<file path="config.mk">
export PLATFORM = sky130hd
export DESIGN_NAME = fifo_wr_ctrl
export DESIGN_NICKNAME = d
export VERILOG_FILES = /design/src/rtl/fifo_wr_ctrl.sv
export SDC_FILE = /design/constraint.sdc
export NUM_CORES = 1
export LEC_CHECK = 0
export BUFFER_PORTS_ARGS = -buffer_cell sky130_fd_sc_hd__buf_2
export CAP_MARGIN = 20
export CORE_MARGIN = 1
export CORE_UTILIZATION = 42
export CTS_CLUSTER_DIAMETER = 40
export DETAILED_ROUTE_END_ITERATION = 16
export MAX_ROUTING_LAYER = met4
export PLACE_DENSITY = 0.81
export REMOVE_ABC_BUFFERS = 1
export SLEW_MARGIN = 20
export SYNTH_ARGS = -nofsm -noshare
export SYNTH_HDL_FRONTEND = slang
export SYNTH_SLANG_ARGS = --single-unit
</file>
<file path="constraint.sdc">
create_clock -name w_clk -period 2.02 [get_ports w_clk]
set_clock_uncertainty 0.05 [all_clocks]
set_input_delay 0.404 -clock w_clk [delete_from_list [all_inputs] [get_ports w_clk]]
set_output_delay 0.404 -clock w_clk [all_outputs]
set_load 0.02 [all_outputs]
</file>
<file path="src/rtl/fifo_wr_ctrl.sv">
//------------------------------------------------------------------------------
// fifo_wr_ctrl : write-side pointer/flag controller of an async FIFO (w_clk domain)
// Revision     : 1.0 - initial release
//------------------------------------------------------------------------------
`default_nettype none

module fifo_wr_ctrl #(
  parameter int ADDR_W    = 3,
  parameter int AF_THRESH = 6
) (
  input  logic              w_clk,
  input  logic              w_rst,
  input  logic              w_inc,
  input  logic [ADDR_W:0]   wq2_rptr,
  input  logic              w_ovf_clr,
  output logic              w_en,
  output logic [ADDR_W-1:0] w_addr,
  output logic [ADDR_W:0]   w_ptr,
  output logic              w_full,
  output logic              w_almost_full,
  output logic [ADDR_W:0]   w_level,
  output logic              w_overflow
);

  localparam logic [ADDR_W:0] c_af_thresh = AF_THRESH[ADDR_W:0];

  logic [ADDR_W:0] w_bin_q, w_bin_d;
  logic [ADDR_W:0] w_gray_q, w_gray_d;
  logic [ADDR_W:0] w_level_q, w_level_d;
  logic [ADDR_W:0] rbin;
  logic            w_full_q, w_full_d;
  logic            w_af_q, w_af_d;
  logic            w_ovf_q, w_ovf_d;

  always_comb begin
    w_en     = w_inc && !w_full_q;
    w_bin_d  = w_bin_q + {{ADDR_W{1'b0}}, w_en};
    w_gray_d = w_bin_d ^ (w_bin_d >> 1);

    // Gray-to-binary of the synchronised read pointer, MSB downwards
    rbin         = '0;
    rbin[ADDR_W] = wq2_rptr[ADDR_W];
    for (int i = ADDR_W - 1; i >= 0; i--) begin
      rbin[i] = rbin[i+1] ^ wq2_rptr[i];
    end

    w_level_d = w_bin_d - rbin;
    w_full_d  = (w_gray_d == {~wq2_rptr[ADDR_W:ADDR_W-1], wq2_rptr[ADDR_W-2:0]});
    w_af_d    = (w_level_d >= c_af_thresh);

    // A blocked write in the same cycle as a clear keeps the flag set
    w_ovf_d = w_ovf_q;
    if (w_ovf_clr) begin
      w_ovf_d = 1'b0;
    end
    if (w_inc && w_full_q) begin
      w_ovf_d = 1'b1;
    end
  end

  always_ff @(posedge w_clk or posedge w_rst) begin
    if (w_rst) begin
      w_bin_q   <= '0;
      w_gray_q  <= '0;
      w_level_q <= '0;
      w_full_q  <= 1'b0;
      w_af_q    <= 1'b0;
      w_ovf_q   <= 1'b0;
    end else begin
      w_bin_q   <= w_bin_d;
      w_gray_q  <= w_gray_d;
      w_level_q <= w_level_d;
      w_full_q  <= w_full_d;
      w_af_q    <= w_af_d;
      w_ovf_q   <= w_ovf_d;
    end
  end

  assign w_addr        = w_bin_q[ADDR_W-1:0];
  assign w_ptr         = w_gray_q;
  assign w_full        = w_full_q;
  assign w_almost_full = w_af_q;
  assign w_level       = w_level_q;
  assign w_overflow    = w_ovf_q;

endmodule

`default_nettype wire

</file>
==> results of run 1 <==
==> cells by family (layout without fill, tap and decap cells) <==
group,after synthesis,after routing
simple gates,8,8
fa+ha+maj,6,6
compound gates,5,5
xor+xnor,13,13
buf+inv,8,51
flops,14,14
==> where the power goes <==
part	switching, uW	internal (uW)	total [uW]
clock network	81.5	69.2	151
registers	74.4	443	517
logic	712	723	1440
total	868	1230	2100
==> cells in the mapped netlist, drive strengths merged <==
library cell and n:
a21oi 1, fa 1, ha 5, or3 2
xor2 7, dfrtp 14, nor2b 1, inv 8
nand2 2, xor3 1, nand3 3, xnor2 5
a21o 1, o21ai 2, a22oi 1
==> flip-flops by register name (all words and copies together), names as in the netlist <==
name / count
w_almost_full: 1
w_bin_q: 4
w_level: 4
w_ptr: 3
w_overflow: 1
w_full: 1
==> what timing repair did <==
| action | in CTS | in global routing |
|---|---|---|
| buffers inserted | 1 | 7 |
| resized for setup | 8 | 3 |
| pin swaps | 1 | 2 |
| endpoints found under the hold margin | 0 | 0 |
| setup endpoints to repair | 3 | 3 |
==> layer usage <==
metal	vias to the layer above	global-route usage, %
met3	4	3.02
met4	0	11.3
met5	-	-
li1	254	-
met2	17	24.9
met1	230	18.6
==> layout make-up <==
class                   count  area (sq um)
well taps                  16          20.0
flip-flops and latches     14           350
clock buffers               3          22.5
fillers                   107           494
multi-input cells          32           340
repair buffers             40           249
inverters                   8          30.0
==> stage by stage <==
step	setup WS, ns	hold WS [ns]
detailed placement	-0.427	0.401
CTS	-0.0590	0.102
floorplan	-0.597	0.243
global route	-0.185	0.127
global placement	-0.348	0.381
finish	-0.0483	0.0925
==> worst max-delay path by stage <==
stage	start	to	slack, ns	cells past startpoint
after floorplan	w_full$_DFF_PP0_	w_almost_full$_DFF_PP0_	-0.60	9
after global placement	w_inc	w_almost_full$_DFF_PP0_	-0.35	10
after detailed placement	w_inc	w_almost_full$_DFF_PP0_	-0.43	10
after CTS	w_full$_DFF_PP0_	w_almost_full$_DFF_PP0_	-0.06	9
after global routing	w_full$_DFF_PP0_	w_almost_full$_DFF_PP0_	-0.19	9
final	w_full$_DFF_PP0_	w_full$_DFF_PP0_	-0.05	9
==> critical path: stages (launching register included) <==
cell and delay [ns]:
dfrtp_1 0.39, nor2b_2 0.14, ha_2 0.22, ha_4 0.15
xor2_2 0.08, buf_4 0.14, buf_6 0.11, xor2_2 0.14
or3_1 0.38, a22oi_2 0.19
==> impl_metrics.json, run 1 <==
{
  "core_area_sq_um": 1510,
  "clkSinkCount": 14,
  "nets": 113,
  "drc": 0,
  "syn_inst": 54,
  "mostFrequentLayoutCell": "buf_2",
  "clockBufferDepth": 2,
  "grtUsageTotal_pct": 16.0,
  "wl_per_cell_um": 11.0,
  "startpoint_type": "register",
  "synth_largest_area_cell": "dfrtp_1",
  "antenna_left": 0,
  "grt_pass1_wl_um": 1970,
  "leakagePower_uw": 0.000531,
  "dp_cells": 103,
  "wl_met2_um": 642,
  "path_class": "register to register",
  "synth_top_family_by_area": "XOR/XNOR gates",
  "synthMuxAreaShare_pct": 0,
  "ys_warn_count": 0,
  "gp_congestion": 0.755,
  "peakVddDrop_uv": 859,
  "cp-end-kind": "register",
  "vias": 505,
  "final_layout_size_suffix_gt1_share_pct": 54.6,
  "ff2ff_setup_slack_ns": -0.05,
  "htreeDepth": 1,
  "fin_crit_sh_pct": 102,
  "grt_overflow": 0,
  "final_cell_mix": "buf_2 (22), buf_4 (17), dfrtp_1 (14), inv_1 (8), xnor2_1 (5)",
  "syn2layout_area_growth_pct": 48.2,
  "final_cell_area_sq_um": 1010,
  "tns_ns": -0.0939,
  "start_util_pct": 45.3,
  "num_rows": 14,
  "p_total_uw": 2100,
  "routed_wl_um": 1240,
  "drv_slew": 0,
  "period_needed_ns": 2.07,
  "max_freq_mhz": 483,
  "placed_cell_area_sq_um": 896,
  "viasPerCell": 4.47,
  "dieArea_sq_um": 1790,
  "ys_seq_area_share_pct": 51.3,
  "drtIter0Drc": 0,
  "synth_area_leaders": "dfrtp_1 (51%), ha_1 (9.2%), xnor2_1 (6.4%)",
  "io_buffers": 22,
  "worstPathRequired_ns": 2.17,
  "fin_cells": 113,
  "avgSynthCellArea_sq_um": 12.7,
  "cp_max_fo": 3,
  "yosys.area_share.adder_pct": 12.1,
  "worstHoldPathType": "primary input to asynchronous set/reset pin",
  "synth.cell_area_sq_um": 683,
  "synthSimpleGateAreaFrac_pct": 6.78,
  "dr_wl_met3_um": 65,
  "cts_tree": "built",
  "synthDistinctLibCells": 17,
  "setup_viol": 2,
  "antenna_cells": 0,
  "post-route-worst-setup-slack_ns": -0.0483,
  "violations": "negative setup slack",
  "arrival_ns": 2.22,
  "slew_headroom_pct": 66.0,
  "rr_worst_depth": 9,
  "antenna_found_initial": 0,
  "fp.dieH_um": 42.3,
  "die_w_um": 42.3,
  "reg2reg_from": "w_full$_DFF_PP0_",
  "power_per_cell_area_nw_per_um2": 2080,
  "rsz0062_at_grt": "true",
  "ios": 23,
  "cts_root_buf": "clkbuf_4",
  "holdBufCountCts": 0,
  "drv_cap": 0,
  "timing.rr.end": "w_full$_DFF_PP0_",
  "dr.pass1.iters": 1,
  "synth_xor_area_share_pct": 21.1,
  "clock_latency_ns": 0.27,
  "dp_hpwl_um": 955,
  "top_layer": "met4",
  "max_slew.worst_pin.slew_ns": 0.509,
  "status": "finished, violations left",
  "met1_length_um": 506,
  "grt_pass1_vias": 478,
  "synth_compound_area_share_pct": 4.40,
  "cts_buffers": 3,
  "ys_ff_latch": 14,
  "grt_max_degree": 15,
  "synth_top_area_share_pct": 51.3,
  "clk_pin_slew_ns": 0.07,
  "postLayoutCoreUtil_pct": 67.2,
  "hold_viol_final": 0
}
Power figures use the tool's default switching activity.
==> inputs of run 2 (changes only) <==
- CELL_PAD_IN_SITES_DETAIL_PLACEMENT: not set -> 1
- CELL_PAD_IN_SITES_GLOBAL_PLACEMENT: not set -> 1
- CORE_UTILIZATION: 42 -> 33
- PLACE_DENSITY: 0.81 -> 0.82
==> run 2 against run 1 <==
The flow still finishes with violations (negative setup slack). Critical path depth unchanged. Core utilization decreased by 15 points. Sequential cell count stayed put. Via count up 3.8%. Worst setup slack lost 0.083 ns. Power up 2.9%. Combinational power rose by 3%. First-iteration DRC count is 2 higher. Sequential share of layout area fell by 0.34 points.
==> impl_metrics.json, run 2 (synthesized netlist as in run 1, its figures left out) <==
{
  "antenna_found_initial": 0,
  "power_per_cell_area_nw_per_um2": 2120,
  "gp_congestion": 0.755,
  "power.internal_uw": 1220,
  "ios": 23,
  "violations": "negative setup slack",
  "rr_worst_depth": 9,
  "dp_cells": 115,
  "drv_slew": 0,
  "combPwrFrac_pct": 68.7,
  "grt_max_degree": 15,
  "power_frac_clock_pct": 7.0,
  "holdBufCountCts": 0,
  "dieArea_sq_um": 2260,
  "drc": 0,
  "max_freq_mhz": 465,
  "cp_num_buf_inv": 2,
  "fin_cells": 121,
  "vias": 524,
  "status": "finished, violations left",
  "rsz0062_at_grt": "true",
  "hold_viol_final": 0,
  "grtUsageTotal_pct": 17.1,
  "dr.pass1.iters": 2,
  "die_w_um": 47.5,
  "cpPeakStageDelay_ns": 0.41,
  "nets": 110,
  "tns_ns": -0.254,
  "fp.dieH_um": 47.5,
  "antenna_left": 0,
  "syn2layout_area_growth_pct": 49.6,
  "seqPwrFrac_pct": 24.4,
  "path_class": "register to register",
  "start_util_pct": 34.8,
  "clkSinkCount": 14,
  "netSwitchingFraction_pct": 43.5,
  "crit_chain": "nor2b_2 > ha_2 > ha_4 > xor2_4 > buf_4 > buf_6 > xor2_1 > or3_1 > a22oi_2",
  "mostFrequentLayoutCell": "buf_2",
  "cp_num_cells": 9,
  "max_slew.worst_pin.slew_ns": 0.526,
  "grt_pass1_wl_um": 2380,
  "cp_max_fo": 5,
  "grt_overflow": 0,
  "power_switching_uw": 941,
  "cts_root_buf": "clkbuf_4",
  "worstHoldPathType": "primary input to asynchronous set/reset pin",
  "path_delay_family": "simple AND/OR/NAND/NOR gates",
  "final_cell_mix": "buf_2 (22), buf_4 (14), dfrtp_1 (14), inv_1 (8)",
  "viasPerCell": 4.33,
  "setup_viol": 2,
  "io_buffers": 22,
  "fin_crit_sh_pct": 106,
  "antenna_cells": 0,
  "cp-end-kind": "register",
  "core_area_sq_um": 1960,
  "post-route-worst-setup-slack_ns": -0.131,
  "cts_buffers": 3,
  "drtIter0Drc": 2,
  "drv_cap": 0,
  "startpoint_type": "register",
  "clk_pin_slew_ns": 0.08,
  "wl_per_cell_um": 14.0,
  "dp_hpwl_um": 1320,
  "clock_latency_ns": 0.27,
  "arrival_ns": 2.30,
  "crit_slowest_cell": "dfrtp_1",
  "cts_tree": "built",
  "leakagePower_uw": 0.000517,
  "worstPathRequired_ns": 2.16,
  "final_layout_size_suffix_gt1_share_pct": 54.3,
  "htreeDepth": 1,
  "routed_wl_um": 1690,
  "peakVddDrop_uv": 928,
  "period_needed_ns": 2.15,
  "slew_headroom_pct": 64.9,
  "num_rows": 16,
  "grt_pass1_vias": 532,
  "clockBufferDepth": 2
}
## run 2: cell count changes in the layout (fill, tap and decap cells not counted)
cell | previous run | this run
buf_4 | 17 | 14
xor2_2 | 3 | 1
ha_1 | 3 | 2
ha_4 | 1 | 2
nand2_1 | 2 | 1
nand2_2 | 0 | 1
xor2_1 | 4 | 5
xor2_4 | 0 | 1
## run 2: power by group through the flow
stage	sequential [uW]	clock [uW]	combinational (uW)
after floorplan	701	0	593
after global placement	507	0	1200
after detailed placement	520	0	1310
after CTS	526	155	1460
after global routing	549	171	1650
final	527	151	1490
## run 2: final cells by class
type                    count  area [sq um]
flip-flops and latches     14           350
repair buffers             37           226
inverters                   8          30.0
clock buffers               3          22.5
fillers                   222           940
well taps                  27          33.8
multi-input cells          32           359
## run 2: per-stage QoR
stage                     setup slack (ns)  total power [uW]  cell area [sq um]  hold WS (ns)  utilization, %
final                               -0.131              2160               1020         0.106            52.1
after global routing                -0.203              2370               1020         0.145            52.1
after CTS                           -0.267              2140                996         0.123            50.8
after detailed placement            -0.509              1830                917         0.423            46.7
after global placement              -0.328              1700                917         0.385            46.7
after floorplan                     -0.597              1290                683         0.243               -
## run 2: worst paths after layout
kind                                        start                endpoint  slack [ns]
setup / recovery                 w_full$_DFF_PP0_        w_full$_DFF_PP0_       -0.13
hold / removal                              w_rst    w_bin_q[2]$_DFF_PP0_        0.11
setup reg to reg                 w_full$_DFF_PP0_        w_full$_DFF_PP0_       -0.13
hold reg to reg            w_overflow$_DFFE_PP0P_  w_overflow$_DFFE_PP0P_        0.49
max in group asynchronous                   w_rst      w_ptr[0]$_DFF_PP0_        1.46
min in group w_clk                      w_ovf_clr  w_overflow$_DFFE_PP0P_        0.28
## run 2: timing repair
| action | in CTS | in global routing |
|---|---|---|
| buffers inserted | 2 | 2 |
| pin swaps | 6 | 2 |
| gates resized for setup | 9 | 3 |
| setup endpoints to repair | 3 | 3 |
## run 2: per-layer routing
metal,routed length [um],track usage (%),up-vias
li1,-,-,251
met1,625,16.4,250
met2,983,32.6,19
met3,42,1.13,4
met4,39,10.3,0
met5,0,-,-
